**config.mk**
```make
export PLATFORM = sky130hd
export DESIGN_NAME = gpio_bank_controller
export DESIGN_NICKNAME = d
export VERILOG_FILES = /design/src/rtl/gpio_bank_pkg.sv /design/src/rtl/gpio_edge_detect.sv /design/src/rtl/gpio_bank_controller.sv
export SDC_FILE = /design/constraint.sdc
export NUM_CORES = 1
export LEC_CHECK = 0
export ABC_AREA = 0
export CAP_MARGIN = 10
export CORE_ASPECT_RATIO = 1.5
export CORE_MARGIN = 3
export CORE_UTILIZATION = 60
export DETAILED_ROUTE_END_ITERATION = 8
export MAX_ROUTING_LAYER = met4
export PLACE_DENSITY = 0.86
export SLEW_MARGIN = 20
export SYNTH_ARGS = -nofsm -noshare
export SYNTH_HDL_FRONTEND = slang
export SYNTH_SLANG_ARGS = --single-unit
```
**constraint.sdc**
```tcl
create_clock -name clk -period 5.03 [get_ports clk]
set_clock_uncertainty 0.15 [all_clocks]
set_input_delay 1.006 -clock clk [delete_from_list [all_inputs] [get_ports clk]]
set_output_delay 1.006 -clock clk [all_outputs]
set_load 0.02 [all_outputs]
```
**src/rtl/gpio_bank_pkg.sv**
```systemverilog
// Shared opcode, command-field and state definitions for the banked GPIO controller.
package gpio_bank_pkg;

  typedef enum logic [3:0] {
    OP_READ_IN        = 4'h0,
    OP_WRITE_OUT      = 4'h1,
    OP_WRITE_OE       = 4'h2,
    OP_SET_OUT        = 4'h3,
    OP_CLR_OUT        = 4'h4,
    OP_TGL_OUT        = 4'h5,
    OP_READ_OUT       = 4'h6,
    OP_READ_OE        = 4'h7,
    OP_WRITE_RISEMASK = 4'h8,
    OP_WRITE_FALLMASK = 4'h9,
    OP_READCLR_EVENTS = 4'hA
  } gpio_op_e;

  localparam int OP_MSB   = 15;
  localparam int OP_LSB   = 12;
  localparam int BANK_MSB = 11;
  localparam int BANK_LSB = 8;
  localparam int VAL_MSB  = 7;
  localparam int VAL_LSB  = 0;

  typedef enum logic {IDLE = 1'b0, RESP = 1'b1} gpio_state_e;

  function automatic logic is_read_op(input logic [3:0] op);
    return (op == OP_READ_IN) || (op == OP_READ_OUT) ||
           (op == OP_READ_OE) || (op == OP_READCLR_EVENTS);
  endfunction

endpackage

```
**src/rtl/gpio_edge_detect.sv**
```systemverilog
// Input synchroniser, edge detector and sticky event register for the GPIO pins.
module gpio_edge_detect #(
  parameter int GPIOWIDTH  = 16,
  parameter int SYNCSTAGES = 2
) (
  input  logic                 clk,
  input  logic                 sync_rst,
  input  logic                 clk_en,
  input  logic [GPIOWIDTH-1:0] din_i,
  input  logic [GPIOWIDTH-1:0] rise_mask_i,
  input  logic [GPIOWIDTH-1:0] fall_mask_i,
  input  logic [GPIOWIDTH-1:0] clr_i,
  output logic [GPIOWIDTH-1:0] sync_o,
  output logic [GPIOWIDTH-1:0] events_o
);

  localparam int CW = $clog2(SYNCSTAGES + 2);
  localparam logic [CW-1:0] CNT_MAX = CW'(SYNCSTAGES + 1);

  logic [GPIOWIDTH-1:0] sync_q [SYNCSTAGES];
  logic [GPIOWIDTH-1:0] prev_q;
  logic [GPIOWIDTH-1:0] events_q;
  logic [GPIOWIDTH-1:0] events_d;
  logic [GPIOWIDTH-1:0] new_ev;
  logic [CW-1:0]        cnt_q;
  logic                 gate;

  assign sync_o   = sync_q[SYNCSTAGES-1];
  assign events_o = events_q;

  // Until the chain and prev have filled with real pin values, a reset-to-live
  // transition would look like an edge, so detection stays gated off.
  assign gate = (cnt_q == CNT_MAX);

  always_comb begin
    new_ev = '0;
    if (gate) begin
      new_ev = (sync_o & ~prev_q & rise_mask_i) | (~sync_o & prev_q & fall_mask_i);
    end
    events_d = (events_q & ~clr_i) | new_ev;
  end

  always_ff @(posedge clk) begin
    if (sync_rst) begin
      for (int i = 0; i < SYNCSTAGES; i++) sync_q[i] <= '0;
      prev_q   <= '0;
      events_q <= '0;
      cnt_q    <= '0;
    end else if (clk_en) begin
      sync_q[0] <= din_i;
      for (int i = 1; i < SYNCSTAGES; i++) sync_q[i] <= sync_q[i-1];
      prev_q   <= sync_o;
      events_q <= events_d;
      if (!gate) cnt_q <= cnt_q + 1'b1;
    end
  end

endmodule

```
**src/rtl/gpio_bank_controller.sv**
```systemverilog
// Banked GPIO controller on the IOOut/IOIn request/acknowledge interface.
// Optional IRQ output enabled by defining GPIO_BANK_IRQ_EN.
module gpio_bank_controller
  import gpio_bank_pkg::*;
#(
  parameter int DATABITWIDTH = 16,
  parameter int GPIOWIDTH    = 16,
  parameter int SYNCSTAGES   = 2
) (
  input  logic                    clk,
  input  logic                    sync_rst,
  input  logic                    clk_en,
  input  logic                    IOOut_REQ,
  output logic                    IOOut_ACK,
  input  logic                    IOOut_ResponseRequested,
  input  logic [3:0]              IOOut_DestReg,
  input  logic [DATABITWIDTH-1:0] IOOut_Data,
  output logic                    IOIn_REQ,
  input  logic                    IOIn_ACK,
  output logic                    IOIn_RegResponseFlag,
  output logic                    IOIn_MemResponseFlag,
  output logic [3:0]              IOIn_DestReg,
  output logic [DATABITWIDTH-1:0] IOIn_Data,
  input  logic [GPIOWIDTH-1:0]    GPIO_DIn,
  output logic [GPIOWIDTH-1:0]    GPIO_DOut,
  output logic [GPIOWIDTH-1:0]    GPIO_DOutEn
`ifdef GPIO_BANK_IRQ_EN
  ,output logic                   IRQ
`endif
);

  localparam int BANKS = GPIOWIDTH / 8;

  gpio_state_e          state_q;
  logic [GPIOWIDTH-1:0] dout_q, dout_d;
  logic [GPIOWIDTH-1:0] douten_q, douten_d;
  logic [GPIOWIDTH-1:0] rise_q, rise_d;
  logic [GPIOWIDTH-1:0] fall_q, fall_d;
  logic [GPIOWIDTH-1:0] clr;
  logic [GPIOWIDTH-1:0] sync_pins;
  logic [GPIOWIDTH-1:0] events;
  logic [7:0]           resp_data_q, resp_val;
  logic [3:0]           dest_q;
  logic                 mem_q, reg_q;
  logic                 accept;
  logic [3:0]           op, bank;
  logic [7:0]           val, new_out;
  logic                 bank_ok;
  int                   idx;

  assign IOOut_ACK            = (state_q == IDLE) && clk_en && !sync_rst;
  assign accept               = IOOut_REQ && IOOut_ACK;
  assign IOIn_REQ             = (state_q == RESP);
  assign IOIn_Data            = {{(DATABITWIDTH-8){1'b0}}, resp_data_q};
  assign IOIn_DestReg         = dest_q;
  assign IOIn_MemResponseFlag = mem_q;
  assign IOIn_RegResponseFlag = reg_q;
  assign GPIO_DOut            = dout_q;
  assign GPIO_DOutEn          = douten_q;

  assign op   = IOOut_Data[OP_MSB:OP_LSB];
  assign bank = IOOut_Data[BANK_MSB:BANK_LSB];
  assign val  = IOOut_Data[VAL_MSB:VAL_LSB];

  gpio_edge_detect #(
    .GPIOWIDTH  (GPIOWIDTH),
    .SYNCSTAGES (SYNCSTAGES)
  ) u_edge (
    .clk         (clk),
    .sync_rst    (sync_rst),
    .clk_en      (clk_en),
    .din_i       (GPIO_DIn),
    .rise_mask_i (rise_q),
    .fall_mask_i (fall_q),
    .clr_i       (clr),
    .sync_o      (sync_pins),
    .events_o    (events)
  );

  // Out-of-range banks alias bank 0 for indexing only; bank_ok masks every effect.
  always_comb begin
    bank_ok  = (int'(bank) < BANKS);
    idx      = bank_ok ? int'(bank) : 0;
    dout_d   = dout_q;
    douten_d = douten_q;
    rise_d   = rise_q;
    fall_d   = fall_q;
    clr      = '0;

    case (op)
      OP_WRITE_OUT: new_out = val;
      OP_SET_OUT:   new_out = dout_q[idx*8 +: 8] | val;
      OP_CLR_OUT:   new_out = dout_q[idx*8 +: 8] & ~val;
      OP_TGL_OUT:   new_out = dout_q[idx*8 +: 8] ^ val;
      default:      new_out = dout_q[idx*8 +: 8];
    endcase

    case (op)
      OP_READ_IN:                               resp_val = sync_pins[idx*8 +: 8];
      OP_WRITE_OUT, OP_SET_OUT, OP_CLR_OUT,
      OP_TGL_OUT:                               resp_val = new_out;
      OP_WRITE_OE, OP_WRITE_RISEMASK,
      OP_WRITE_FALLMASK:                        resp_val = val;
      OP_READ_OUT:                              resp_val = dout_q[idx*8 +: 8];
      OP_READ_OE:                               resp_val = douten_q[idx*8 +: 8];
      OP_READCLR_EVENTS:                        resp_val = events[idx*8 +: 8];
      default:                                  resp_val = 8'h00;
    endcase
    if (!bank_ok) resp_val = 8'h00;

    if (accept && bank_ok) begin
      case (op)
        OP_WRITE_OUT, OP_SET_OUT, OP_CLR_OUT,
        OP_TGL_OUT:        dout_d[idx*8 +: 8]   = new_out;
        OP_WRITE_OE:       douten_d[idx*8 +: 8] = val;
        OP_WRITE_RISEMASK: rise_d[idx*8 +: 8]   = val;
        OP_WRITE_FALLMASK: fall_d[idx*8 +: 8]   = val;
        OP_READCLR_EVENTS: clr[idx*8 +: 8]      = events[idx*8 +: 8];
        default:           ;
      endcase
    end
  end

  always_ff @(posedge clk) begin
    if (sync_rst) begin
      state_q     <= IDLE;
      dout_q      <= '0;
      douten_q    <= '0;
      rise_q      <= '0;
      fall_q      <= '0;
      resp_data_q <= '0;
      dest_q      <= '0;
      mem_q       <= 1'b0;
      reg_q       <= 1'b0;
    end else if (clk_en) begin
      dout_q   <= dout_d;
      douten_q <= douten_d;
      rise_q   <= rise_d;
      fall_q   <= fall_d;
      case (state_q)
        IDLE: begin
          if (accept && IOOut_ResponseRequested) begin
            state_q     <= RESP;
            resp_data_q <= resp_val;
            dest_q      <= IOOut_DestReg;
            mem_q       <= is_read_op(op);
            reg_q       <= 1'b1;
          end
        end
        RESP: begin
          if (IOIn_ACK) state_q <= IDLE;
        end
        default: state_q <= IDLE;
      endcase
    end
  end

`ifdef GPIO_BANK_IRQ_EN
  logic irq_q;
  assign IRQ = irq_q;
  always_ff @(posedge clk) begin
    if (sync_rst)    irq_q <= 1'b0;
    else if (clk_en) irq_q <= |events;
  end
`endif

endmodule

```
After elaboration in Yosys (flattened, before gate mapping)
Memories as Yosys holds them, arrays and structs flattened.
Cells that the tools add are included.

cells by class
  reduce and logical (&&, ||, !) cells = 18
  add/subtract/negate cells = 2
  equal/unequal tests = 11
  order comparisons = 1
  muxes and demuxes = 21
  bitwise gates (word level) = 19
  shifts and indexed selects = 8

operators with widths
  operator                                               count
  variable part select 8 x 33 -> 16 bit                  3
  AND 16 bit                                             6
  two-way mux 16 bit                                     5
  bitwise mux 16 bit                                     4
  variable part select 16 x 8 -> 8 bit                   4
  inverter 16 bit                                        3
  one-hot mux 8 bit (6 select lines)                     1
  negator 7 -> 33 bit                                    1
  variable shift 8 x 33 -> 16 bit, first input constant  1
  OR 16 bit                                              2
  one-hot mux 8 bit (4 select lines)                     1
  == test 4 x 3 -> 1 bit, second input constant          4
  AND reduction 3 bit                                    5
  == test 4 bit, second input constant                   3
  AND 8 bit                                              1
  == test 4 x 2 -> 1 bit, second input constant          2
  two-way mux 8 bit                                      1
  inverter 8 bit                                         1
  OR 8 bit                                               1
  bitwise XOR 8 bit                                      1
  two-way mux 1 bit                                      7
  logical AND 1 bit                                      5
  == test 4 x 1 -> 1 bit, second input constant          1
  logical NOT 4 bit                                      1
  other kinds (12)                                       16

storage, ports and cells
  bits in writable memories = 32
  word-level logic and storage cells = 93
  flip-flop bits (word level) = 113
  input bits = 42
  output and inout port bits = 56
  memories = 1

memories
  name           depth  bits a word  rd ports  clocked after memory_dff  write ports  line                    text
  u_edge.sync_q  2      16           2         0                         2            gpio_edge_detect.sv:20  logic [GPIOWIDTH-1:0] sync_q [SYNCSTAGES];

Depth between registers and ports, before layout
  depth after elaboration = 10
  gate-level depth with buffers = 11
  depth with buffers taken out = 9

Cells and area by module
From an unflattened synthesis, not the netlist that was laid out.

second synthesis, totals
  cell total of the unflattened synthesis = 792
  area, all modules = 7,337.0 um^2

modules (own cells, without submodules)
  module                area each (um^2)  cells each  sequential area each (um^2)  instances
  gpio_bank_controller  4,439.3           529         1,581.5                      1
  gpio_edge_detect      2,897.8           263         1,641.6                      1

Least setup slack after synthesis
Ideal clock, no wire load.

  path kind = input -> register
  start point = in IOOut_Data[8]
  end point = reg dout_q[3], in the netlist GPIO_DOut[3]
  stages = 11
  setup slack = 1.315 ns
  required time = 4.748 ns
  data arrival time = 3.433 ns
  buffers on the path = 4
  library setup time = 0.132 ns
  path through = nor4b_2 > buf_2 > buf_2 > inv_1 > ha_1 > or4_4 > or4b_1 > buf_2 > buf_6 > nor4_1 > nor3_1

between the ends
  longest elaborated chain between the ends = 7
  elaborated cells between the ends (all ways) = 13
  those cells by class = add/sub (1); order compare (1); shift (3); mux (3); bitwise (3); reduce/logical (2)

RTL lines
  item                                       line                         text
  start, declared                            gpio_bank_controller.sv:17   input logic [DATABITWIDTH-1:0] IOOut_Data,
  less-than comparator 4 x 2 -> 1 bit        gpio_bank_controller.sv:82   bank_ok = (int'(bank) < BANKS);
  two-way mux 4 bit                          gpio_bank_controller.sv:83   idx = bank_ok ? int'(bank) : 0;
  variable part select 16 x 8 -> 8 bit       -
  bitwise XOR 8 bit (tied with other cells)  gpio_bank_controller.sv:94   OP_TGL_OUT: new_out = dout_q[idx*8 +: 8] ^ val;
  one-hot mux 8 bit (4 select lines)         gpio_bank_controller.sv:90   case (op)
  variable part select 8 x 33 -> 16 bit      gpio_bank_controller.sv:114  OP_TGL_OUT: dout_d[idx*8 +: 8] = new_out;
  bitwise mux 16 bit                         gpio_bank_controller.sv:114
  end signal, assigned                       gpio_bank_controller.sv:136  dout_q <= dout_d;
  end, declared                              gpio_bank_controller.sv:35   logic [GPIOWIDTH-1:0] dout_q, dout_d;

Parallel ways exist; a longest one is shown, timed or not.
A chain may end at the register's enable or synchronous reset.

Final worst setup path
  start point = in IOOut_Data[10]
  end point = reg rise_q[11]

between the ends
  longest elaborated chain between the ends = 5
  elaborated cells between the ends (all ways) = 8
  those cells by class = add/sub (1); order compare (1); shift (2); mux (2); reduce/logical (2)

RTL lines
  item                                                                                      line                         text
  less-than comparator 4 x 2 -> 1 bit                                                       gpio_bank_controller.sv:82
  two-way mux 4 bit                                                                         gpio_bank_controller.sv:83
  negator 7 -> 33 bit                                                                       gpio_bank_controller.sv:116  OP_WRITE_RISEMASK: rise_d[idx*8 +: 8] = val;
  variable part select 8 x 33 -> 16 bit or variable shift 8 x 33 -> 16 bit (tied branches)  gpio_bank_controller.sv:116
  bitwise mux 16 bit                                                                        gpio_bank_controller.sv:116
  end signal, assigned                                                                      gpio_bank_controller.sv:138  rise_q <= rise_d;
  end, declared                                                                             gpio_bank_controller.sv:37   logic [GPIOWIDTH-1:0] rise_q, rise_d;

Parallel ways exist; a longest one is shown, timed or not.

==> metrics.md <==
| Metric | Value |
|---|---|
| Status | completed |
| Critical path peak fanout | 32 |
| Post-synth top area share | 31.2% |
| Cell variety after synth | 53 |
| Initial drt markers | 892 |
| Final Hold Fails | 0 |
| FF-to-FF Start | IOIn_REQ |
| Clk root buf | clkbuf_16 |
| MaxCap Viol Count | 0 |
| Post-synth EDFFs | 32 |
| Crit-path max cell delay | 610 ps |
| Placed Area | slightly above 0.008 mm^2 |
| Via density | approximately 6.6 |
| Post-Synth Adder-Cell Area | 3.28% |
| Post-synthesis xor/xnor area fraction | 0.121% |
| Power per Cell Area | approximately 330 mW/mm^2 |
| Layout cell share with drive strength beyond 1 | 10.5% |
| # DRC | 0 |
| Number of hold buffers added after cts | 0 |
| Core ar. | 0.0117 mm^2 |
| Tcrit/Tclk final | around 79% |
| Final setup TNS | 0 ps |
| TritonCTS Sinks | 145 |
| Max clock buf depth | 2 |
| Final antenna diode count | 0 |
| Antenna violations before repair | 0 |
| Unrepaired setup endpoints after global routing | no |
| Die X | 95.7 um |
| Core Util, Final | 76.2% |
| CP Data Arrival Time | 4070 ps |
| Avg Inst Size Synth | about 9.2 um^2 |
| Area of the die | ~0.013 mm^2 |
| Max Clk Rate | around 250 MHz |
| DPL Wire Length | ~15 mm |
| R2r setup slk | 2470 ps |
| Worst reg2reg endpoint | rise_q[11] |
| Critical path launch point type | input pin |
| Area contributors post-synth | dfxtp_1 31%, edfxtp_1 13%, a21oi_1 5.5% |
| Pin count of the biggest net entering global routing | 86 |
| Via count | between 6000 and 7000 |
| First-pass GRT wire length | approximately 35 mm |
| Post-Syn Area | 0.00724 mm^2 |
| Worst path most repeated cell | buf_4 |
| Worst slew pin tran | 969 ps |
| Final setup viols | 0 |
| CTS tree | built |
| Fin area | 0.00888 mm^2 |
| Number of buffers added on ports | 89 |
| TritonCTS buffer count | 17 |
| RePlAce Congestion | around 0.96 |
| Max Slew Vio Count | 0 |
| YS warnings | 0 |
| Global route total overflow | 0 |
| Routed WL | 22.1 mm |
| Worst hold path type | flip-flop to flip-flop |
| Initial Utilization | 62.2% |
| Post-synthesis simple-gate area fraction | between 10% and 20% |
| Hold depth | 2 |
| Overall routing resource usage | between 30% and 40% |
| Post-Synthesis Cells | 789 |
| Peak VDD IR | around 0.30 mV |
| Hold path start | IOIn_DestReg[3] |
| WHS | 309 ps |
| IO Count | 98 |
| Async SR Flop Fraction | 0% |
| Multiplexer share of the synthesized area | 8.43% |
| Final min period | 3960 ps |
| Worst-Skew Late Latency | roughly 420 ps |
| Worst setup EP type | flip-flop |
| Worst-path cell chain | clkdlybuf4s50_1 > nor4b_4 > buf_4 > inv_1 > ha_1 > nand2b_1 > or4_1 > buf_4 > o21ai_0 > a21oi_1 |
| Top FF cell, synth | dfxtp_1 |
| Largest family of logic cells by synthesized area | simple AND/OR/NAND/NOR gates |
| Rows | 48 |
| Crit path required time | 5140 ps |
| Synth Area in Compound Gates | 18.1% |
| NumNets Final | 908 |
| Pleak | 3.07 nW |
| Yosys top cell by area | dfxtp_1 |
| Cts repair resizes | 0 |
| H-tree Lvls | 4 |
| Antenna Nets Post-Route | 0 |
| WHS Endpoint | IOIn_DestReg[3] |
| Post-synthesis sequential area ratio | 44.5% |
| Area Overhead vs Synth | 22.6% |
| Height of the die | 141 um |
| # Post-CTS Setup Buffers | 0 |
| Worst-path clk slew | roughly 60 ps |
| FF+latch count, synth | 145 |
| Critical path class | input pin to flip-flop |
| Critical Path Start | IOOut_Data[10] |
| Avg WL per Cell | between 20 and 25 um |
| DRT Pass-1 Iters | 8 |
| Max-slew headroom | 35.1% |
| Crit-path slowest cell | or4_1 |
| Cell count of the worst reg-to-reg path | 6 |
| Vias in the first global route | 6670 |
-- cell usage after synthesis (9+ instances only) --
cell type / instances
nand3_1: 33
nand4_1: 24
ha_1: 19
edfxtp_1: 32
buf_4: 9
and2_1: 38
mux2i_1: 25
nand3b_1: 16
nand2b_1: 16
inv_1: 17
a31oi_1: 9
o31ai_1: 24
a21oi_1: 80
clkbuf_1: 56
o21ai_0: 54
nor3_1: 24
nor2_1: 38
mux2_2: 16
dfxtp_1: 113
nand2_1: 39
-- metrics by stage --
step,power (mW),setup slack [ps],instances
floorplan,1.39,1320,797
global placement,1.47,747,978
detailed placement,1.48,673,978
CTS,2.92,1090,1010
global route,2.98,881,1010
finish,2.91,1070,1010
-- state kept, by name, summed over array words and instances, names as in the netlist --
name / cells
rise_q: 16
u_edge.sync_q: 32
IOIn_RegResponseFlag: 1
u_edge.cnt_q: 2
IOIn_MemResponseFlag: 1
IOIn_REQ: 1
IOIn_DestReg: 4
u_edge.events_o: 16
u_edge.prev_q: 16
GPIO_DOutEn: 16
GPIO_DOut: 16
fall_q: 16
resp_data_q: 8
-- worst max path at each step --
| stage | depth (start not counted) | to |
|---|---|---|
| 2_1_floorplan | 11 | GPIO_DOut[3] |
| 3_3_place_gp | 10 | GPIO_DOut[2] |
| 3_5_place_dp | 10 | rise_q[10] |
| 4_1_cts | 10 | GPIO_DOut[2] |
| 5_1_grt | 10 | GPIO_DOutEn[15] |
| 6_report | 10 | rise_q[11] |
-- metal layers --
metal | global-route usage (%) | part of all wire (%) | up-vias
met4 | 21.3 | 6.7 | 0
met2 | 55.7 | 49 | 460
met5 | - | 0 | -
met1 | 39.5 | 35 | 3126
li1 | - | - | 2984
met3 | 6.66 | 8.4 | 119
-- layout make-up --
type | instances | area [um^2]
inverters | 18 | 67.6
repair buffers | 109 | 1040
fillers | 817 | 2770
flip-flops and latches | 145 | 3220
clock inverters | 15 | 254
multi-input cells | 556 | 3680
clock buffers | 17 | 425
well taps | 150 | 188
-- cells by family after synthesis --
kind of cell             count (synthesis)
multiplexers                            49
other                                    2
AO/OA/AOI/OAI                          218
XOR/XNOR                                 1
buffers and inverters                   96
AND/OR/NAND/NOR                        259
flip-flops                             145
adder cells (fa/ha/maj)                 19
-- critical path: cells and delay by family --
family	cells	cell delay (ps)
adders and majority gates	1	310
AOI/OAI and AO/OA	2	350
buffers and inverters	4	1340
and+or+nand+nor	3	1060
-- power breakdown --
group,leakage [nW],internal [mW],switching [mW]
Combinational,1.48,0.0856,0.131
Sequential,1.26,1.22,0.0236
Clock,0.329,0.938,0.517
-- placed cells by master, fill, tap and decap left out, types with 5 or more instances in the layout --
master | Yosys | layout
dfxtp_1 | 113 | 113
clkdlybuf4s50_1 | 0 | 88
a21oi_1 | 80 | 80
o21ai_0 | 54 | 54
nand2_1 | 39 | 39
and2_1 | 38 | 38
nor2_1 | 38 | 38
nand3_1 | 33 | 33
edfxtp_1 | 32 | 32
mux2i_1 | 25 | 25
nor3_1 | 24 | 24
o31ai_1 | 24 | 24
nand4_1 | 24 | 24
buf_4 | 9 | 21
ha_1 | 19 | 19
inv_1 | 17 | 17
clkbuf_16 | 0 | 17
mux2_2 | 16 | 16
nand3b_1 | 16 | 16
nand2b_1 | 16 | 16
conb_1 | 2 | 10
a31oi_1 | 9 | 9
a22o_1 | 8 | 8
mux4_2 | 8 | 8
a22oi_1 | 8 | 8
a311oi_1 | 8 | 8
o21ai_1 | 6 | 6
bufinv_16 | 0 | 6
nor4_1 | 6 | 5
No activity file was read; power rests on OpenSTA's default activity.
==> RTL change: new RTL, same flow settings <==
`GPIOWIDTH` is set to 16 in 2 places; all go to 14.
--- a/src/rtl/gpio_edge_detect.sv
+++ b/src/rtl/gpio_edge_detect.sv
@@ -2,3 +2,3 @@
 module gpio_edge_detect #(
-  parameter int GPIOWIDTH  = 16,
+  parameter int GPIOWIDTH  = 14,
   parameter int SYNCSTAGES = 2
--- a/src/rtl/gpio_bank_controller.sv
+++ b/src/rtl/gpio_bank_controller.sv
@@ -6,3 +6,3 @@
   parameter int DATABITWIDTH = 16,
-  parameter int GPIOWIDTH    = 16,
+  parameter int GPIOWIDTH    = 14,
   parameter int SYNCSTAGES   = 2
Interface: changed (resized GPIO_DIn, GPIO_DOut and GPIO_DOutEn); port bits go from 98 to 92. The function was not compared with the original's and may differ.
==> RTL change against the unedited design <==
Critical path depth down 5. Power shrank 44%. Hold slack worse by 0.0053 ns. Core utilization is 0.21 points lower. Maximum frequency grew 3.5%. Count of clock-buffer cells in the layout down 6. Cell area shrank 34%. Sequential cell count fell by 52. Area after synthesis is 34% lower. Setup slack improved by 0.13 ns. Routed wire length shrank 51%. Sequential share of layout area is 1.8 points lower. Register-to-register slack improved by 0.41 ns.
==> RTL change: results (changes against the unedited design) <==
- Hold_sp: resp_data_q[4]$_SDFFE_PP0P_ (was IOIn_DestReg[3]$_SDFFE_PP0P_)
- P_leak: 0.00239 µW (was 0.00307 µW)
- Register area: 0.00202 mm² (was 0.00322 mm²)
- Sequential share of the synthesized area: 42.2% (was 44.5%)
- Vias after detailed routing: 3806 (was 6689)
- Layout Nets: 609 (was 908)
- Synth top cells by count: 77 x dfxtp_1, 49 x nand2_1, 40 x mux2i_1 (was 113 x dfxtp_1, 80 x a21oi_1, 56 x clkbuf_1)
- Largest net degree at the start of global routing: 45 (was 86)
- Worst Hold End: resp_data_q[4]$_SDFFE_PP0P_ (was IOIn_DestReg[3]$_SDFFE_PP0P_)
- Dpl hpwl: 7870 µm (was 15400 µm)
- CTS Buf Count: 9 (was 17)
- Wire per inst: 16.4 µm (was 21.9 µm)
- Maximum fanout along the worst path: 15 (was 32)
- Worst Path Arrival: 2.67 ns (was 4.07 ns)
- Worst R2R Path Depth: 4 (was 6)
- 1st-pass router iterations: 5 (was 8)
- Cell Area, Placed: 0.00555 mm² (was 0.00820 mm²)
- Sw power: 374 µW (was 671 µW)
- Cell Count, Final, Fillers Out: 657 (was 1010)
- # fillers: 585 (was 817)
- Port bufs: 77 (was 89)
- Worst slew pin tran: 1.11 ns (was 0.969 ns)
- Internal power: 1260 µW (was 2240 µW)
- Final Hold Slack: 0.304 ns (was 0.309 ns)
- Worst skew pair latency: 0.34 ns (was 0.42 ns)
- First-pass GRT wire length: 17500 µm (was 34800 µm)
- Post-Place Cells: 641 (was 978)
- Post-synthesis cell type count: 60 (was 53)
- GRT Total Usage: 25.1% (was 34.8%)
- Run status: finished, final reports clean (unchanged)
- Hold path cells: 1 (was 2)
- Reg2Reg Setup Slack: 2.88 ns (was 2.47 ns)
- Reg2reg end: fall_q[2]$_SDFFE_PP0P_ (was rise_q[11]$_SDFFE_PP0P_)
- Max reg flops: 16 (was 32)
- Ratio of cells with drive above 1 in the final layout: 8.65% (was 10.5%)
- Comb pwr: 154 µW (was 216 µW)
- Critical Path Slowest Stage Cell: clkdlybuf4s50_1 (was or4_1)
- Number of global-route vias before repair: 3696 (was 6670)
- Synth Area per Inst: 9.74 µm² (was 9.18 µm²)
- EDFF count, synth: 16 (was 32)
- Starting DRT DRC Count: 366 (was 892)
- H-tree levels: 3 (was 4)
- Flop pwr share: 48.1% (was 42.7%)
## RTL change: cell types whose count changed in the layout (fill, tap and decap cells not counted), moves of 22 or more
cell     change
nand4_1     -22
o31ai_1     -22
o21ai_0     -35
dfxtp_1     -36
nand3_1     -31
a21oi_1     -69
## RTL change: layout make-up
class | instances | area share [%]
clock buffers | 11 | 4.34
clock inverters | 5 | 0.982
inverters | 25 | 1.60
multi-input cells | 336 | 42.2
flip-flops and latches | 93 | 34.5
well taps | 102 | 2.18
repair buffers | 85 | 14.2
## RTL change: worst max-delay path by stage
stage	from	endpoint	slack, ns
6_report	clk_en	IOOut_ACK	1.21
5_1_grt	clk_en	IOOut_ACK	1.10
4_1_cts	clk_en	IOOut_ACK	1.18
3_5_place_dp	clk_en	IOOut_ACK	1.18
3_3_place_gp	clk_en	IOOut_ACK	1.24
2_1_floorplan	clk_en	IOOut_ACK	1.79
## RTL change: cells by family after synthesis
family          Yosys count  share of synthesized area (%)
fa+ha+maj                19                           4.96
simple gates            173                           21.9
flops                    93                           42.2
xor+xnor                  2                          0.366
compound gates           78                           11.9
mux                      52                           11.6
other cells               2                          0.157
buf+inv                  73                           7.02
## RTL change: worst reg2reg max path, stage by stage (launching register included)
cell and delay, ns:
dfxtp_1 0.34, and3b_1 0.25, and4_1 0.59, nand4_2 0.46, mux2i_1 0.28
## RTL change: per-layer routing
| layer | vias to the layer above | global-route usage [%] | part of all wire, % |
|---|---|---|---|
| met2 | 108 | 45.2 | 55 |
| li1 | 1833 | - | - |
| met5 | - | - | 0 |
| met1 | 1850 | 27.3 | 39 |
| met4 | 0 | 8.83 | 1.7 |
| met3 | 15 | 4.74 | 4.5 |
